<file path="src/rtl/conv_pool2x2.sv">
// Streaming 2x2/stride-2 signed max-pool over a raster-order conv result stream.
// Optional ReLU on the input samples when CONV_POOL_RELU_EN is defined.
module conv_pool2x2 #(
    parameter  int IMG_W = 30,
    parameter  int IMG_H = 30,
    parameter  int DW    = 8,
    localparam int HW    = IMG_W / 2,
    localparam int HH    = IMG_H / 2,
    // A single pooled row/column still needs a 1-bit index port
    localparam int OCW   = (HW > 1) ? $clog2(HW) : 1,
    localparam int ORW   = (HH > 1) ? $clog2(HH) : 1
) (
    input  logic                 clk,
    input  logic                 rst_n,
    input  logic                 clr,
    input  logic                 in_vld,
    input  logic signed [DW-1:0] in_data,
    output logic                 out_vld,
    output logic signed [DW-1:0] out_data,
    output logic [OCW-1:0]       out_col,
    output logic [ORW-1:0]       out_row,
    output logic                 frame_done
);

    localparam int CW = $clog2(IMG_W);
    localparam int RW = $clog2(IMG_H);

    logic [CW-1:0]        col;
    logic [RW-1:0]        row;
    logic signed [DW-1:0] pair_reg;
    logic signed [DW-1:0] line_buf [HW];

    logic signed [DW-1:0] sample;
    logic signed [DW-1:0] hmax;
    logic signed [DW-1:0] lb_rd;
    logic signed [DW-1:0] pool;
    logic [OCW-1:0]       pidx;
    logic                 col_last;
    logic                 row_last;

    // Negative samples are clamped to zero before they enter the pooling datapath
    always_comb begin
        sample = in_data;
`ifdef CONV_POOL_RELU_EN
        if (in_data[DW-1]) begin
            sample = '0;
        end
`endif
    end

    assign pidx     = OCW'(col >> 1);
    assign col_last = (col == CW'(IMG_W - 1));
    assign row_last = (row == RW'(IMG_H - 1));
    assign lb_rd    = line_buf[pidx];
    assign hmax     = (pair_reg > sample) ? pair_reg : sample;
    assign pool     = (lb_rd > hmax) ? lb_rd : hmax;

    // NOTE: sequential state uses non-blocking assignments so every register samples pre-edge values.
    always_ff @(posedge clk or negedge rst_n) begin
        if (!rst_n) begin
            col        <= '0;
            row        <= '0;
            pair_reg   <= '0;
            out_vld    <= 1'b0;
            out_data   <= '0;
            out_col    <= '0;
            out_row    <= '0;
            frame_done <= 1'b0;
        end else if (clr) begin
            col        <= '0;
            row        <= '0;
            pair_reg   <= '0;
            out_vld    <= 1'b0;
            out_data   <= '0;
            out_col    <= '0;
            out_row    <= '0;
            frame_done <= 1'b0;
        end else begin
            out_vld    <= 1'b0;
            frame_done <= 1'b0;
            if (in_vld) begin
                if (col_last) begin
                    col <= '0;
                    row <= row_last ? '0 : row + 1'b1;
                end else begin
                    col <= col + 1'b1;
                end

                if (!col[0]) begin
                    pair_reg <= sample;
                end else if (row[0]) begin
                    out_data   <= pool;
                    out_col    <= pidx;
                    out_row    <= ORW'(row >> 1);
                    out_vld    <= 1'b1;
                    frame_done <= col_last && row_last;
                end
            end
        end
    end

    // NOTE: the line buffer has no reset; every entry is written on an even row before it is read.
    always_ff @(posedge clk) begin
        if (in_vld && !clr && col[0] && !row[0]) begin
            line_buf[pidx] <= hmax;
        end
    end

endmodule
</file>
<file path="config.mk">
export PLATFORM = sky130hd
export DESIGN_NAME = conv_pool2x2
export DESIGN_NICKNAME = d
export VERILOG_FILES = /design/src/rtl/conv_pool2x2.sv
export SDC_FILE = /design/constraint.sdc
export NUM_CORES = 1
export LEC_CHECK = 0
export ABC_AREA = 0
export BUFFER_PORTS_ARGS = -buffer_cell sky130_fd_sc_hd__buf_4
export CAP_MARGIN = 20
export CORE_MARGIN = 10
export CORE_UTILIZATION = 44
export DETAILED_ROUTE_END_ITERATION = 8
export PLACE_DENSITY = 0.71
export RECOVER_POWER = 100
export SYNTH_ARGS = -nofsm -noshare
export SYNTH_HDL_FRONTEND = slang
export SYNTH_SLANG_ARGS = --single-unit
</file>
<file path="constraint.sdc">
create_clock -name clk -period 5.45 [get_ports clk]
set_input_delay 0.2725 -clock clk [delete_from_list [all_inputs] [get_ports clk]]
set_output_delay 0.2725 -clock clk [all_outputs]
set_load 0.01 [all_outputs]
</file>
==> results.json <==
{
  "ff2ff_path_depth": 14,
  "h-tree-depth": 4,
  "fmax_ghz": 0.220,
  "vias": 4098,
  "synthCells": 456,
  "ys_seq_area_frac": 0.661,
  "setup_slack_ns": 0.912,
  "cts_num_sinks": 156,
  "reg2reg_slack_ns": 0.91,
  "synth-async-reset-ratio": 0.231,
  "synth.distinct_cells": 43,
  "drv_slew": 37,
  "r2r-end": "out_data[3]",
  "synthTopCellsByArea": "edfxtp_1 53%, dfrtp_1 13%, mux4_2 9.3%",
  "hold_path_class": "in2reg",
  "synthesis.nets": 486,
  "grt_pass1_wl_um": 23600,
  "start_kind": "register",
  "rows": 45,
  "cap_violations": 1,
  "ys_warn_count": 0,
  "path_clk_slew_ns": 0.06,
  "clkLatencyLatePin_ns": 0.42,
  "grt_max_degree": 47,
  "synth_top_area_frac": 0.529,
  "crit_end": "out_data[3]",
  "status": "complete, but fails checks",
  "ys_seq_elements": 156,
  "cts_inserted_buffers": 17,
  "largest_register_ffs": 120,
  "cp.required_ns": 5.78,
  "crit_type": "reg2reg",
  "antenna_found_initial": 0,
  "num-nets-final": 522,
  "finalClockSkew_ns": 0.0113,
  "cp-startpoint": "pair_reg[7]",
  "overflow": 0,
  "yosysTopAreaCell": "edfxtp_1",
  "avgSynthCellArea_um2": 14.9,
  "numPortBuffers": 29,
  "areaGrowthSynthToFinish_pct": 13.3,
  "rr_startpoint": "pair_reg[7]",
  "wire_per_inst_um": 21.7,
  "drive_above_1_share": 0.152,
  "cts_resized": 0,
  "ir_drop_v": 0.000226,
  "die-area_um2": 20900,
  "fin_crit_sh": 0.833,
  "final_core_util": 0.508,
  "period_needed_ns": 4.54,
  "grtUsageTotal": 0.150,
  "die_w_um": 144,
  "firstDrtPassIters": 5,
  "routabilityCongestion": 0.866,
  "hold_violations": 0,
  "initialDrtViolationCount": 506,
  "setup_viol_count_final": 0,
  "drtAntennaViolNets": 0,
  "rsz0062_at_grt": "no",
  "drc": 0,
  "p_leak_nw": 2.72,
  "yosysMostFrequentCell": "edfxtp_1",
  "finalPower_w": 0.00268,
  "critPathMaxFanout": 8,
  "cts_tree": "done",
  "instances_no_fill": 693,
  "worst_pin_slew_ns": 1.94,
  "place_hpwl_um": 10000,
  "synthTopCellsByCount": "120 x edfxtp_1, 56 x nand2_1, 36 x dfrtp_1",
  "relSlewSlack": -0.297,
  "dieHeight_um": 144,
  "via_per_inst": 5.91,
  "tns_ns": 0,
  "grt_pass1_vias": 4123,
  "ys.flop_type": "edfxtp_1",
  "io-pin-count": 30,
  "powerDensity_nw_per_um2": 348,
  "dp_cells": 660,
  "clockRootBuffer": "clkbuf_16",
  "start_util": 0.448,
  "violations": "capacitance limit, slew limit",
  "cts_buffer_depth": 2,
  "syn_area_um2": 6810,
  "arrival_ns": 4.87,
  "synth_edf_count": 120,
  "place_ws_ns": 1.31,
  "insertedDiodeCount": 0,
  "coreArea_um2": 15200,
  "wl_um": 15000,
  "endpoint_kind": "register"
}
-- metal layers --
metal	wire [um]	share of wire	GRT usage
met1	6550	0.44	0.198
met2	7150	0.48	0.237
met3	990	0.066	0.0338
met4	328	0.022	0.0569
met5	0	0	0
-- timing repair --
action | in CTS | in global routing
buffers inserted | 0 | 0
endpoints found under the hold margin | 36 | 0
hold buffers | 1 | 0
-- worst max-delay path: stages (launching register included) --
cell	delay, ns
dfrtp_1	0.40
ha_1	0.32
nor2b_1	0.18
o221ai_1	0.24
o21ai_0	0.93
mux2i_1	0.56
ha_1	0.35
a21oi_1	0.16
nor2b_1	0.07
o21ai_0	0.19
nand3_1	0.12
a32o_1	0.27
o32ai_4	0.24
nand2_1	0.20
o221ai_1	0.22
-- through the flow --
stage / area (um2) / hold slack, ns
floorplan: 6810 / -0.0231
global placement: 7240 / 0.247
detailed placement: 7240 / 0.255
CTS: 7810 / 0.104
global route: 7720 / 0.116
finish: 7720 / 0.111
-- logic make-up after synthesis --
group	after synthesis	synth area share
muxes	46	0.126
xor gates and xnor gates	4	0.00515
adders and majority gates	18	0.0331
AOI/OAI and AO/OA	67	0.0667
buffers and inverters	39	0.0226
DFF	156	0.661
and+or+nand+nor	126	0.0847
-- final cells by class --
cell class | count | area (um2)
sequential | 156 | 4510
tap | 188 | 235
inverter | 20 | 75.1
clock buffer | 17 | 425
clock inverter | 15 | 138
timing repair buffer | 36 | 194
multi-input combinational | 261 | 2140
fill | 1248 | 7490
-- power breakdown --
group          internal, W  switching (W)
clock network     0.000635       0.000494
logic            0.0000749       0.000137
registers          0.00132      0.0000212
total              0.00203       0.000652
-- layout by cell type (no fill, tap or decap), drive strengths merged, types with 2 or more instances in the layout --
master and n:
mux2i 14, o21ai 19, o221ai 6, edfxtp 120, o31ai 2, nand4 5, a22o 8, dfrtp 36
inv 25, xor2 2, nand3 9, clkbuf 38, ha 18, and2 4, or2 2, mux4 31
xnor2 2, buf 14, a21oi 17, or3 2, clkinv 9, nor2b 7, nand2b 7, nor3 3
a31oi 3, nand2 57, o211ai 5, nor2 27
-- how the worst min path moves through the flow --
stage          startpoint     endpoint  slack (ns)  cells past startpoint
5_1_grt        in_data[3]  pair_reg[3]        0.12                      3
3_5_place_dp        rst_n  pair_reg[0]        0.26                      1
6_report       in_data[4]  pair_reg[4]        0.11                      3
2_1_floorplan       rst_n       col[0]       -0.02                      0
3_3_place_gp        rst_n  pair_reg[0]        0.25                      1
4_1_cts        in_data[4]  pair_reg[4]        0.10                      3
Power figures use the tool's default switching activity.
